**config.mk**
```make
export PLATFORM = sky130hd
export DESIGN_NAME = ahb_lite_master
export DESIGN_NICKNAME = d
export VERILOG_FILES = /design/src/rtl/ahb_lite_master.sv
export SDC_FILE = /design/constraint.sdc
export NUM_CORES = 1
export LEC_CHECK = 0
export BUFFER_PORTS_ARGS = -buffer_cell sky130_fd_sc_hd__buf_4
export CELL_PAD_IN_SITES_DETAIL_PLACEMENT = 1
export CELL_PAD_IN_SITES_GLOBAL_PLACEMENT = 1
export CORE_MARGIN = 5
export CORE_UTILIZATION = 37
export CTS_BUF_LIST = sky130_fd_sc_hd__clkbuf_4 sky130_fd_sc_hd__clkbuf_8
export CTS_CLUSTER_SIZE = 10
export DETAILED_ROUTE_END_ITERATION = 8
export MAX_ROUTING_LAYER = met4
export PLACE_DENSITY = 0.8
export SLEW_MARGIN = 40
export SYNTH_ARGS = -nofsm -noshare
export SYNTH_HDL_FRONTEND = slang
export SYNTH_SLANG_ARGS = --single-unit
```
**constraint.sdc**
```tcl
create_clock -name HCLK -period 3.2 [get_ports HCLK]
set_clock_uncertainty 0.15 [all_clocks]
set_input_delay 0.16 -clock HCLK [delete_from_list [all_inputs] [get_ports HCLK]]
set_output_delay 0.16 -clock HCLK [all_outputs]
set_load 0.01 [all_outputs]
```
**src/rtl/ahb_lite_master.sv**
```systemverilog
// AHB-Lite single-transfer master: turns one core request into one NONSEQ
// transfer and returns a registered one-cycle completion pulse.
module ahb_lite_master #(
  parameter int unsigned RESP_REG = 1
) (
  input  logic        HCLK,
  input  logic        HRESETn,
  input  logic        req_valid,
  output logic        req_ready,
  input  logic        req_we,
  input  logic [31:0] req_addr,
  input  logic [1:0]  req_size,
  input  logic [31:0] req_wdata,
  output logic        rsp_valid,
  output logic [31:0] rsp_rdata,
  output logic        rsp_err,
  output logic [31:0] HADDR,
  output logic [1:0]  HTRANS,
  output logic [2:0]  HSIZE,
  output logic        HWRITE,
  output logic [31:0] HWDATA,
  input  logic        HREADY,
  input  logic [31:0] HRDATA,
  input  logic        HRESP
);

  localparam int unsigned DW = 32;
  localparam logic [1:0] TRANS_IDLE   = 2'b00;
  localparam logic [1:0] TRANS_NONSEQ = 2'b10;

  if (RESP_REG != 1) begin : g_resp_reg_check
    $error("ahb_lite_master: only RESP_REG=1 (registered response) is supported");
  end

  typedef enum logic [1:0] {
    IDLE  = 2'd0,
    ADDR  = 2'd1,
    DATA  = 2'd2,
    MISAL = 2'd3
  } state_e;

  state_e          state_q;
  logic            ready_q;
  logic [1:0]      htrans_q;
  logic [DW-1:0]   haddr_q;
  logic [2:0]      hsize_q;
  logic            hwrite_q;
  logic [DW-1:0]   hwdata_q;
  logic            rsp_valid_q;
  logic [DW-1:0]   rsp_rdata_q;
  logic            rsp_err_q;
  logic            misal_c;

  // Halfwords need bit 0 clear, words need bits 1:0 clear; size 3 is never legal.
  assign misal_c = (req_size == 2'd3)
                 | ((req_size == 2'd1) & req_addr[0])
                 | ((req_size == 2'd2) & (|req_addr[1:0]));

  always_ff @(posedge HCLK or negedge HRESETn) begin
    if (!HRESETn) begin
      state_q     <= IDLE;
      ready_q     <= 1'b1;
      htrans_q    <= TRANS_IDLE;
      haddr_q     <= '0;
      hsize_q     <= 3'd0;
      hwrite_q    <= 1'b0;
      hwdata_q    <= '0;
      rsp_valid_q <= 1'b0;
      rsp_rdata_q <= '0;
      rsp_err_q   <= 1'b0;
    end else begin
      rsp_valid_q <= 1'b0;
      case (state_q)
        IDLE: begin
          if (req_valid) begin
            ready_q  <= 1'b0;
            hwdata_q <= req_wdata;
            if (misal_c) begin
              state_q <= MISAL;
            end else begin
              state_q  <= ADDR;
              htrans_q <= TRANS_NONSEQ;
              haddr_q  <= req_addr;
              hsize_q  <= {1'b0, req_size};
              hwrite_q <= req_we;
            end
          end
        end
        ADDR: begin
          if (HREADY) begin
            state_q  <= DATA;
            htrans_q <= TRANS_IDLE;
          end
        end
        DATA: begin
          // HRESP only counts on the cycle the slave finishes the data phase.
          if (HREADY) begin
            state_q     <= IDLE;
            ready_q     <= 1'b1;
            rsp_valid_q <= 1'b1;
            rsp_rdata_q <= hwrite_q ? DW'(0) : HRDATA;
            rsp_err_q   <= HRESP;
          end
        end
        MISAL: begin
          state_q     <= IDLE;
          ready_q     <= 1'b1;
          rsp_valid_q <= 1'b1;
          rsp_rdata_q <= '0;
          rsp_err_q   <= 1'b1;
        end
        default: begin
          state_q  <= IDLE;
          ready_q  <= 1'b1;
          htrans_q <= TRANS_IDLE;
        end
      endcase
    end
  end

  assign req_ready = ready_q;
  assign HTRANS    = htrans_q;
  assign HADDR     = haddr_q;
  assign HSIZE     = hsize_q;
  assign HWRITE    = hwrite_q;
  assign HWDATA    = hwdata_q;
  assign rsp_valid = rsp_valid_q;
  assign rsp_rdata = rsp_rdata_q;
  assign rsp_err   = rsp_err_q;

endmodule
```
Word level (Yosys, flattened, before mapping)
Cells that the tools add are included.
{"block": "word_totals", "regBits": 106, "output_inout_bits": 105, "wordCells": 54}
{"block": "classes", "eq_ne": 10, "n_mux": 18, "n_bitwise": 5, "n_reduce_logical": 11}
{"cell": "$mux 32", "count": 2}
{"cell": "$pmux 32 s2", "count": 1}
{"cell": "$mux 2", "count": 6}
{"cell": "$reduce_and 3->1", "count": 3}
{"cell": "$eq 2x2->1 const B", "count": 4}
{"cell": "$ne 2x2->1 const B", "count": 4}
{"cell": "$pmux 2 s4", "count": 1}
{"cell": "$eq 2x1->1 const B", "count": 2}
{"cell": "$mux 1", "count": 4}
{"cell": "$pmux 1 s2", "count": 2}
{"cell": "$pmux 2 s2", "count": 1}
{"cell": "$reduce_and 2->1", "count": 2}
{"cell": "$reduce_and 4->1", "count": 1}
{"cell": "$reduce_bool 2->1", "count": 2}
{"cell": "$pmux 1 s3", "count": 1}
{"cell": "$reduce_bool 3->1", "count": 1}
{"cell": "$and 1x1->1", "count": 2}
{"cell": "$logic_not 2->1", "count": 1}
{"cell": "$or 1x1->1", "count": 2}
{"cell": "$reduce_or 2->1", "count": 1}
{"cell": "$not 1->1", "count": 1}

Depth between registers and ports, before layout
{"block": "logic_depth", "word_depth": 7, "depth_mapped": 5}

Worst setup path before layout
Ideal clock, no wire load.
{"block": "synth_timing", "kind": "register to register", "start": "reg state_q[1]", "end": "reg haddr_q[10] (netlist: HADDR[10])", "setup_ns": 0.125, "t_arrival_ns": 1.464, "t_required_ns": 2.925, "setup_slack_ns": 1.461, "path_stages_with_launch": 6, "n_path_buf": 2, "synth_period_minus_slack_ns": 1.739, "cell_sequence": "dfrtp_1 > buf_2 > nor3b_4 > o21ai_2 > buf_6 > mux2_4"}
{"block": "synth_via", "elab_chain_cells": 2}
{"item": "start: declaration", "line_no": "42", "text": "state_e state_q;"}
{"item": "start signal: assignment", "line_no": "61", "text": "state_q <= IDLE;"}
{"item": "start signal: assignment", "line_no": "79", "text": "state_q <= MISAL;"}
{"item": "start signal: assignment", "line_no": "81", "text": "state_q <= ADDR;"}
{"item": "$logic_not 2->1", "line_no": "73", "text": "case (state_q)"}
{"item": "$reduce_and 3->1 (no source line)"}
{"item": "end signal: assignment", "line_no": "83", "text": "haddr_q <= req_addr;"}
{"item": "end: declaration", "line_no": "45", "text": "logic [DW-1:0] haddr_q;"}
Every way passes these cells.
A chain may end at the register's enable or synchronous reset.

Final worst setup path
{"block": "layout_timing", "start": "in req_size[0]", "end": "reg haddr_q[4] (netlist: HADDR[4])"}
{"block": "layout_via", "elab_chain_cells": 6, "word_cells_on_any_way": 9, "classes_between": "3 x eq/ne; 5 x bitwise; 1 x reduce/logical"}
{"item": "start: declaration", "line_no": "12", "text": "input logic [1:0] req_size,"}
{"item": "$eq 2x1->1", "line_no": "56", "text": "| ((req_size == 2'd1) & req_addr[0])"}
{"item": "$and 1x1->1", "line_no": "56"}
{"item": "$or 1x1->1", "line_no": "56"}
{"item": "$or 1x1->1 (*)", "line_no": "57", "text": "| ((req_size == 2'd2) & (|req_addr[1:0]));"}
{"item": "$not 1->1 (no source line) (*)"}
{"item": "$reduce_and 3->1 (no source line) (*)"}
Every way passes the cells marked *; elsewhere a longest branch is shown, timed or not.

==> results.py <==
metrics = {
    "outcome": {
        "outcome": "finished, final reports clean",
    },
    "placed_design": {
        "io_buffers": 206,
        "place_hpwl_um": 8510,
        "dp_slack_ns": 1.11,
        "routabilityCongestion": 0.728,
    },
    "setup_path": {
        "path_class": "input pin to register",
        "worstSetupEndpointType": "register",
        "critPathArrivalTime_ns": 2.38,
        "cp_cell_sequence": "dlygate4sd3_1 -> buf_4 -> a21oi_1 -> o21ai_4 -> buf_4 -> mux2_2",
        "crit_path_max_incr_delay_ns": 0.57,
        "crit_buf_inv": 3,
        "reg2reg_slack_ns": 1.17,
        "cpMostUsedCell": "buf_4",
        "crit_required_ns": 3.29,
        "cp_top_family": "buffers and inverters",
        "crit_path_max_fanout": 23,
        "slowest_stage": "dlygate4sd3_1",
        "cp-start-kind": "input pin",
    },
    "logic_synthesis": {
        "synth_xor_area_share_pct": 0,
        "syn_area_um2": 4000,
        "synthAdderAreaFrac_pct": 0,
        "ys_seq_area_share_pct": 65.7,
        "synthTopCellsByArea": "dfrtp_1 65%, mux2_4 11%, mux2_2 11%",
        "synth_top_area_share_pct": 65.0,
        "muxShareOfSynthArea_pct": 21.6,
        "synth_top_cell_by_area": "dfrtp_1",
        "synthSimpleGateAreaFrac_pct": 1.50,
        "syn_inst": 241,
        "avgSynthCellArea_um2": 16.6,
        "synth_top_family_by_area": "multiplexers",
        "ys_types": 22,
        "ys_seq_elements": 105,
        "yosysWarnings": 0,
        "synth_compound_area_share_pct": 8.53,
    },
    "final_layout": {
        "drive_gt1_share_pct": 53.6,
        "final_core_util_pct": 64.8,
        "final_nets": 657,
        "fillCellCount": 1040,
        "area.growth.synth_to_final_pct": 73.2,
    },
    "die": {
        "core_um2": 10700,
        "dieArea_um2": 13000,
        "die_w_um": 114,
        "io_pins": 209,
        "start_util_pct": 37.4,
        "row_count": 38,
        "fp.dieH_um": 114,
    },
    "drt": {
        "drtIter0Drc": 112,
        "avgRoutedWirePerCell_um": 20.8,
        "via_per_inst": 4.71,
        "drtPass1Iterations": 4,
        "vias": 3291,
        "wl_um": 14500,
        "antenna_left": 0,
        "drc": 0,
    },
    "global_routing": {
        "antenna_found_initial": 3,
        "overflow": 0,
        "grtUsageMet3_pct": 3.87,
        "met1_usage_pct": 24.6,
        "grt_max_degree": 66,
        "top_usage_layer": "met2",
        "grt_pass1_vias": 3956,
        "grt_use_total_pct": 23.1,
        "met2_usage_pct": 42.7,
        "grt_pass1_wl_um": 22100,
    },
    "sta": {
        "hold_slack_ns": 0.224,
        "post-route-period-util_pct": 71.4,
        "drv_slew": 0,
        "min_period_ns": 2.29,
        "worst_pin_slew_ns": 0.597,
        "fmax_mhz": 438,
        "maxSlewHeadroom_pct": 60.1,
        "setup_violations": 0,
        "fin_ws_ns": 0.915,
        "grt_setup_unrepaired": "false",
        "tns_ns": 0,
        "hold_violations": 0,
    },
    "clock_tree": {
        "cts_max_path_buffers": 2,
        "cts_resized": 0,
        "cts-htree-levels": 3,
        "cts.sinks": 105,
        "cts_inserted_buffers": 9,
        "root_buffer": "clkbuf_8",
        "clkTransAtPathRegs_ns": 0.09,
        "cts_tree": "yes",
        "insertion_delay_ns": 0.35,
    },
    "pwr": {
        "netSwitchingFraction_pct": 33.8,
        "p_clk_share_pct": 13.3,
        "p_per_area_nw_per_um2": 886,
        "total_power_mw": 6.14,
        "p_sw_mw": 2.07,
        "p_leak_nw": 3.45,
        "combPwrFrac_pct": 46.5,
        "p_int_mw": 4.06,
        "vdd_drop_max_mv": 0.380,
        "pwr-share-seq_pct": 40.2,
    },
    "flow_run": {
        "drv_cap": 0,
    },
    "hold_path": {
        "hp-class": "input pin to async pin",
    },
}
==> stage by stage <==
step	cell area, um2	std cells
after floorplan	4010	242
after global placement	5690	578
after detailed placement	5690	578
after CTS	6920	696
after global routing	6930	699
final	6930	699
==> metal layers <==
layer  vias to the layer above  routed length, um
met5                         -                  0
met4                         0                255
met3                        21                808
met2                       140               8110
met1                      1643               5340
li1                       1487                  -
==> placed cells by master (no fill, tap or decap), drive strengths merged <==
cell type	instances
buf	212
dfrtp	104
dlygate4sd3	104
mux2	67
a22o	32
clkbuf	11
o21ai	4
diode	3
nand2	3
inv	2
a21oi	2
o22a	2
nand2b	2
conb	2
nor3b	2
nor3	2
o311a	1
clkinv	1
bufinv	1
clkinvlp	1
dfstp	1
==> synth_stat cells <==
| master | count |
|---|---|
| dfrtp_1 | 104 |
| mux2_2 | 38 |
| a22o_1 | 32 |
| mux2_4 | 29 |
| buf_2 | 6 |
| clkbuf_1 | 5 |
| buf_6 | 3 |
| nand2_1 | 3 |
| a21oi_1 | 2 |
| buf_4 | 2 |
| inv_1 | 2 |
| nand2b_1 | 2 |
| nor3_1 | 2 |
| o21ai_0 | 2 |
| o22a_1 | 2 |
| conb_1 | 1 |
| dfstp_2 | 1 |
| nor3b_1 | 1 |
| nor3b_4 | 1 |
| o21ai_1 | 1 |
| o21ai_2 | 1 |
| o311a_1 | 1 |
==> power groups by stage <==
stage | sequential [mW] | clock, mW | combinational (mW)
2_1_floorplan | 2.67 | 0 | 1.01
3_3_place_gp | 2.41 | 0 | 2.63
3_5_place_dp | 2.44 | 0 | 2.72
5_1_grt | 2.56 | 0.902 | 3.03
6_report | 2.47 | 0.816 | 2.85
4_1_cts | 2.43 | 0.834 | 2.83
==> final cells by class <==
type	count	area [um2]	share of cell area [%]
inverter	2	7.51	0.108
clock inverter	3	42.5	0.614
timing repair buffer	316	2640	38.0
multi-input combinational	119	1290	18.6
sequential	105	2630	37.9
antenna	3	7.51	0.108
tap	140	175	2.53
clock buffer	11	145	2.09
==> cells by family (layout without fill, tap and decap cells) <==
| family | after synthesis | after routing |
|---|---|---|
| mux | 67 | 67 |
| compound gates | 41 | 41 |
| flops | 105 | 105 |
| simple gates | 9 | 9 |
| buf+inv | 18 | 332 |
| other cells | 1 | 5 |
==> worst paths after layout <==
check | start | endpoint | cells after the start
min reg2reg | req_ready | req_ready | 2
max in group asynchronous | HRESETn | HWDATA[14] | 3
min in group HCLK | req_ready | req_ready | 2
max reg2reg | state_q[0] | HADDR[4] | 4
min | HRESETn | HADDR[16] | 2
max | req_size[0] | HADDR[4] | 6
==> sequential cells by signal, summed over array words and instances (netlist names) <==
name / count
HADDR: 32
HSIZE: 2
HTRANS: 1
HWDATA: 32
HWRITE: 1
req_ready: 1
rsp_err: 1
rsp_rdata: 32
rsp_valid: 1
state_q: 2
==> what timing repair did <==
action,CTS,global route
hold endpoints to repair,164,0
buffers inserted,0,0
hold buffers,104,0
Power figures use the tool's default switching activity.
